<file path="config.mk">
export PLATFORM = sky130hd
export DESIGN_NAME = instruction_fetch
export DESIGN_NICKNAME = d
export VERILOG_FILES = /design/src/rtl/instruction_fetch_pkg.sv /design/src/rtl/instruction_fetch_pc_reg.sv /design/src/rtl/instruction_fetch.sv
export SDC_FILE = /design/constraint.sdc
export NUM_CORES = 1
export LEC_CHECK = 0
export CAP_MARGIN = 5
export CORE_MARGIN = 3
export CORE_UTILIZATION = 34
export DETAILED_ROUTE_END_ITERATION = 10
export MAX_ROUTING_LAYER = met4
export PLACE_DENSITY = 0.73
export SYNTH_ARGS = -nofsm -noshare
export SYNTH_HDL_FRONTEND = slang
export SYNTH_SLANG_ARGS = --single-unit
</file>
<file path="constraint.sdc">
create_clock -name CLK -period 1.35 [get_ports CLK]
set_input_delay 0.405 -clock CLK [delete_from_list [all_inputs] [get_ports CLK]]
set_output_delay 0.405 -clock CLK [all_outputs]
set_load 0.01 [all_outputs]
</file>
<file path="src/rtl/instruction_fetch_pkg.sv">
// Shared definitions for the instruction fetch unit: state encoding,
// word width and the opcode/immediate split of an instruction word.
package instruction_fetch_pkg;

    localparam int WORD_W = 16;
    localparam int OPC_W  = 4;
    localparam int IMM_W  = 12;

    typedef enum logic {
        FETCH = 1'b0,
        HOLD  = 1'b1
    } if_state_e;

endpackage

</file>
<file path="src/rtl/instruction_fetch_pc_reg.sv">
// Program counter register: a redirect load wins over a sequential
// increment; otherwise the value holds.
import instruction_fetch_pkg::*;

module pc_reg #(
    parameter logic [WORD_W-1:0] RESET_PC = 16'h0000,
    parameter int                PC_STEP  = 1
) (
    input  logic              clk,
    input  logic              rst_n,
    input  logic              i_load,
    input  logic [WORD_W-1:0] i_target,
    input  logic              i_inc,
    output logic [WORD_W-1:0] o_pc
);

    logic [WORD_W-1:0] r_pc;

    // Addition is truncated to the word width, so the top address wraps to zero.
    always_ff @(posedge clk or negedge rst_n) begin
        if (!rst_n) begin
            r_pc <= RESET_PC;
        end else if (i_load) begin
            r_pc <= i_target;
        end else if (i_inc) begin
            r_pc <= r_pc + WORD_W'(PC_STEP);
        end
    end

    assign o_pc = r_pc;

endmodule

</file>
<file path="src/rtl/instruction_fetch.sv">
// Single-outstanding instruction fetch: requests a word at PC, holds it for
// the downstream stage until consumed, and accepts branch/jump redirects.
import instruction_fetch_pkg::*;

module instruction_fetch #(
    parameter logic [WORD_W-1:0] RESET_PC = 16'h0000,
    parameter int                PC_STEP  = 1
) (
    input  logic              CLK,
    input  logic              RST_n,
    output logic [WORD_W-1:0] mem_addr,
    output logic              mem_req,
    input  logic              mem_ready,
    input  logic [WORD_W-1:0] mem_rdata,
    input  logic              pc_load,
    input  logic [WORD_W-1:0] pc_target,
    input  logic              stall,
    input  logic              instr_ack,
    output logic [WORD_W-1:0] instr,
    output logic              instr_valid,
    output logic [OPC_W-1:0]  opcode,
    output logic [IMM_W-1:0]  imm12,
    output logic [WORD_W-1:0] instr_pc
);

    if_state_e         r_state;
    if_state_e         w_state_next;
    logic [WORD_W-1:0] r_instr;
    logic [WORD_W-1:0] r_instr_pc;
    logic [WORD_W-1:0] w_pc;
    logic              w_capture;
    logic              w_consume;

    always_ff @(posedge CLK or negedge RST_n) begin
        if (!RST_n) begin
            r_state <= FETCH;
        end else begin
            r_state <= w_state_next;
        end
    end

    always_comb begin
        w_state_next = r_state;
        w_capture    = 1'b0;
        w_consume    = 1'b0;
        unique case (r_state)
            FETCH: begin
                if (pc_load) begin
                    w_state_next = FETCH;
                end else if (mem_ready) begin
                    w_capture    = 1'b1;
                    w_state_next = HOLD;
                end
            end
            HOLD: begin
                w_consume = instr_ack && !stall;
                if (pc_load || w_consume) begin
                    w_state_next = FETCH;
                end
            end
            default: w_state_next = FETCH;
        endcase
    end

    always_ff @(posedge CLK or negedge RST_n) begin
        if (!RST_n) begin
            r_instr    <= '0;
            r_instr_pc <= '0;
        end else if (w_capture) begin
            r_instr    <= mem_rdata;
            r_instr_pc <= w_pc;
        end
    end

    // A redirect takes priority, so the increment is suppressed when both occur.
    pc_reg #(
        .RESET_PC (RESET_PC),
        .PC_STEP  (PC_STEP)
    ) u_pc_reg (
        .clk      (CLK),
        .rst_n    (RST_n),
        .i_load   (pc_load),
        .i_target (pc_target),
        .i_inc    (w_consume && !pc_load),
        .o_pc     (w_pc)
    );

    assign mem_addr    = w_pc;
    assign mem_req     = (r_state == FETCH) && RST_n;
    assign instr_valid = (r_state == HOLD);
    assign instr       = r_instr;
    assign instr_pc    = r_instr_pc;
    assign opcode      = r_instr[WORD_W-1 -: OPC_W];
    assign imm12       = r_instr[IMM_W-1:0];

endmodule

</file>
======== After elaboration in Yosys (flattened, before gate mapping) ========
Cells that the tools add are included.
operators by class
  shifts and indexed selects .............. 0
  add/sub/neg operators ................... 1
  magnitude comparators ................... 0
  bitwise gates (word level) .............. 1
  muxes and demuxes ....................... 8
  reductions and logical operators ........ 7
  equality and inequality tests ........... 0
  multiply operators ...................... 0
  div/mod/pow operators ................... 0
operators by type and width
  cell                                                              count
  16-bit two-way mux                                                2
  16-bit by 1-bit adder with 16-bit output (second input constant)  1
  1-bit two-way mux                                                 5
  1-bit logical AND                                                 3
  1-bit zero test                                                   2
  1-bit one-hot mux with 2 select lines                             1
  2-bit nonzero test                                                1
  1-bit logical OR                                                  1
  1-bit NOT                                                         1
storage, ports and cells
  bits in writable memories ............... 0
  word-level logic and storage cells ...... 21
  input port bits ......................... 38
  ROM bits ................................ 0
  memories ................................ 0
  bits in latches ......................... 0
  output and inout bits ................... 66
  flip-flop bits (word level) ............. 49

======== Logic depth before layout (Yosys ltp) ========
  word-level depth ........................ 6
  depth in mapped cells ................... 5
  mapped depth without buffers ............ 5

======== By module ========
A second synthesis with hierarchy kept.
unflattened totals
  cell total of the unflattened synthesis .. 189
  area, all modules ....................... 2334.7 um^2
by module, submodules not included
  module             seq. area each (um^2)  cells each  instances  area each (um^2)
  instruction_fetch  825.8                  90          1          1391.3
  pc_reg             400.4                  99          1          943.4

======== Worst setup path after synthesis ========
No wires, ideal clock.
  kind .................................... input port to flip-flop
  start point ............................. input pc_load
  end point ............................... register r_instr[0], in the netlist instr[0]
  stages on the path ...................... 4
  setup time .............................. 125 ps
  required time ........................... 1225 ps
  arrival ................................. 1429 ps
  setup slack ............................. -204 ps
  cell sequence ........................... buf_2 -> nor3b_2 -> buf_2 -> mux2_2
between the ends
  longest elaborated chain between the ends .. 2
RTL lines
  item                  RTL line                 source
  from (decl)           instruction_fetch.sv:15  input logic pc_load,
  1-bit two-way mux     instruction_fetch.sv:48  if (pc_load) begin
  1-bit two-way mux     instruction_fetch.sv:46  unique case (r_state)
  to (signal assigned)  instruction_fetch.sv:70  r_instr <= mem_rdata;
  to (decl)             instruction_fetch.sv:28  logic [WORD_W-1:0] r_instr;
Every way passes these cells.
A chain may end at the register's enable or synchronous reset.

======== Final worst setup path ========
  start point ............................. register r_state, in the netlist instr_valid
  end point ............................... register r_instr_pc[8], in the netlist instr_pc[8]
between the ends
  longest elaborated chain between the ends .. 1
RTL lines
  item                    RTL line                 source
  from (decl)             instruction_fetch.sv:26  if_state_e r_state;
  from (signal assigned)  instruction_fetch.sv:38  r_state <= w_state_next;
  1-bit two-way mux       instruction_fetch.sv:46
  to (signal assigned)    instruction_fetch.sv:71  r_instr_pc <= w_pc;
  to (decl)               instruction_fetch.sv:29  logic [WORD_W-1:0] r_instr_pc;
Every way passes these cells.

==> impl_results.md <==
* Largest net degree at the start of global routing at 50
* Fin crit share at 1.12
* Dpl cells at 381
* Num rows at 29
* Max_cap viols at 0
* Routed via count at 2074
* DRC viols at 0
* Failing checks: negative setup slack
* FF-to-FF path depth at 5
* Synth top area share at 0.532
* VDD IR-drop max at roughly 0.00050 V
* Fin util at 0.629
* Tot GR Track Use at 0.188
* Mapped Cells at 193
* Main area contributors after synthesis: dfrtp_1 53%, mux2_2 16%, buf_4 5.2%
* Synth Net Count at 232
* Crit path capture type: flip-flop
* Pre-CTS setup slack at -572 ps
* Finished Layout Cells at 427
* Clk_lat worst skew at 300 ps
* Slew Viols, Final at 0
* Synth warn at 0
* Syn avg cell area at roughly 12 um2
* Layout area overhead at 76.2%
* Worst Path Max Fanout at 10
* Critical path class: reg -> reg
* Vias in the first global route at 2193
* Required @ worst endpoint at approximately 1500 ps
* Worst Skew at 7.99 ps
* FMAX at 0.664 GHz
* Setup Viol. Count Final at between 50 and 60
* Final min period at roughly 1500 ps
* Antenna viol nets, final at 0
* First-pass GRT wire length at 10900 um
* Final WS setup at -157 ps
* Gr busiest metal: met2
* Post-synthesis sequential area ratio at 0.532
* Tightest Pin Transition at 627 ps
* Cell variety after synth at 31
* Initial Utilization at 0.357
* Met2 Usage GRT at 0.318
* Routability cong. at 0.761
* Post-Syn Area at 2300 um2
* P per Cell Area at ~1100 nW/um2
* CTS tree: done
* Worst Hold Slack at 238 ps
* Grt total ovfl at 0
* Initial drt markers at 64
* Layout cells sized above 1 at 0.589
* Final Cell Area at around 4100 um2
* Met3 Usage GRT at 0.0298
* Slew margin rel. at 0.582
* Synthesized flop and latch total at 49
* Die W at 88.3 um
* I/O Buffers at 103
* Antenna diodes at 0
* # hold bufs at CTS at 0
* Placed inst area at 3600 um2
* Final #Nets at 388
* RSZ-0062 raised after global routing: true
* Die area at 7800 um2
* Sink Count at 49
* I/O Pins at 104
* Core area at ~6500 um2
* Hold Path Class: in -> async
* Total CTS buffers at 5
* Largest area contributor in the netlist: dfrtp_1
* Clock root cell: clkbuf_8
* Critical Path Source Type: flip-flop
* Initial antenna violation count at 0
* DR pass1 iterations at 4
* Die Ht at 88.3 um
* Max Root-Sink Buffers at 2
* HPWL after DPL at 4310 um
* Vias per Instance at 4.86
* Data arrival, critical path at 1700 ps
* Status: finished with violations
* H-tree depth at 2
* Routed WL at around 7000 um
* Hold Vio Cnt, Final at 0
* Drt wl/cell at approximately 16 um
* Met1 Use GR at 0.233
* Total Power at around 4.4 mW
* Setup TNS Final at -5700 ps
* Pleak at approximately 2 nW
* Clk pin slew, worst setup/hold paths at 90 ps
## worst paths after layout
path	startpoint	to	slack, ps
max in group asynchronous	RST_n	u_pc_reg.o_pc[7]	660
worst min-delay path	RST_n	instr[2]	240
min in group CLK	mem_ready	instr_valid	500
worst max register to register	instr_valid	instr_pc[8]	-160
worst max-delay path	instr_valid	instr_pc[8]	-160
worst min register to register	instr_pc[8]	instr_pc[8]	520
## worst max-delay path: stages (launching register included)
cell and delay [ps]:
dfrtp_2 440, buf_6 120, nor3b_4 210, buf_4 160
buf_12 130, mux2_2 330
## repair_timing
| item | 4_1_cts | 5_1_grt |
|---|---|---|
| setup buffers | 24 | 13 |
| cloned | 2 | 0 |
| endpoints found under the hold margin | 0 | 0 |
| pin swaps | 19 | 14 |
| endpoints found under the setup margin | 114 | 107 |
| resized for setup | 239 | 78 |
## cell families (layout without fill, tap and decap cells)
group | count (synthesis) | count (layout) | share of synthesized area
and+or+nand+nor | 53 | 53 | 0.137
AOI/OAI and AO/OA | 17 | 17 | 0.0423
DFF | 49 | 49 | 0.532
buffers and inverters | 27 | 184 | 0.0722
xor gates and xnor gates | 11 | 11 | 0.0418
muxes | 35 | 35 | 0.169
adders and majority gates | 1 | 1 | 0.00543
## cells in the final DEF (no fill, tap or decap), types with 4 or more instances in the layout
cell	netlist	routed
mux2_4	0	20
o21ai_1	7	11
xnor2_1	9	9
mux2_2	32	12
nor4_4	0	6
dfrtp_1	49	40
dfrtp_2	0	9
buf_4	16	41
clkdlybuf4s50_1	0	32
clkbuf_8	0	7
buf_6	0	36
buf_2	4	18
clkbuf_2	0	38
dlygate4sd2_1	0	4
nand4_1	4	4
nand2_1	17	16
## report_power, final
| part | switching [mW] | total, mW | internal (mW) | leakage (nW) |
|---|---|---|---|---|
| clock | 0.495 | 0.959 | 0.464 | 0.0542 |
| combinational | 0.669 | 1.58 | 0.912 | 1.33 |
| sequential | 0.181 | 1.91 | 1.73 | 0.574 |
| total | 1.35 | 4.45 | 3.10 | 1.96 |
## flip-flops by register name, indices dropped and copies added, names as in the netlist
| name | flops |
|---|---|
| instr | 16 |
| instr_pc | 16 |
| instr_valid | 1 |
| u_pc_reg.o_pc | 16 |
## layout make-up
type / count / area [um2]
clock buffers: 7 / 96.3
clock inverters: 1 / 5.00
fillers: 528 / 2400
inverters: 3 / 11.3
multi-input cells: 117 / 1170
flip-flops and latches: 49 / 1240
well taps: 77 / 96.3
repair buffers: 173 / 1440
## cell usage after synthesis
library cell / instances
a221o_1: 1
a22oi_1: 1
a31oi_1: 1
and3b_1: 1
and4_1: 1
buf_2: 4
buf_4: 16
clkbuf_1: 4
dfrtp_1: 49
ha_1: 1
inv_1: 3
mux2_2: 32
mux2i_1: 3
nand2_1: 17
nand2b_1: 1
nand3_1: 5
nand3b_2: 1
nand4_1: 4
nand4b_2: 1
nor2_1: 5
nor2b_1: 3
nor3_1: 5
nor3b_1: 1
nor3b_2: 1
nor4_1: 3
nor4_2: 4
o21ai_0: 6
o21ai_1: 7
o31a_1: 1
xnor2_1: 9
xor2_1: 2
## metal layers
layer  vias up  wire [um]
li1        972          -
met1      1023       2850
met2        69       3650
met3        10        423
met4         0        107
met5         -          0
Note: power is estimated with default switching activity, not from simulation.
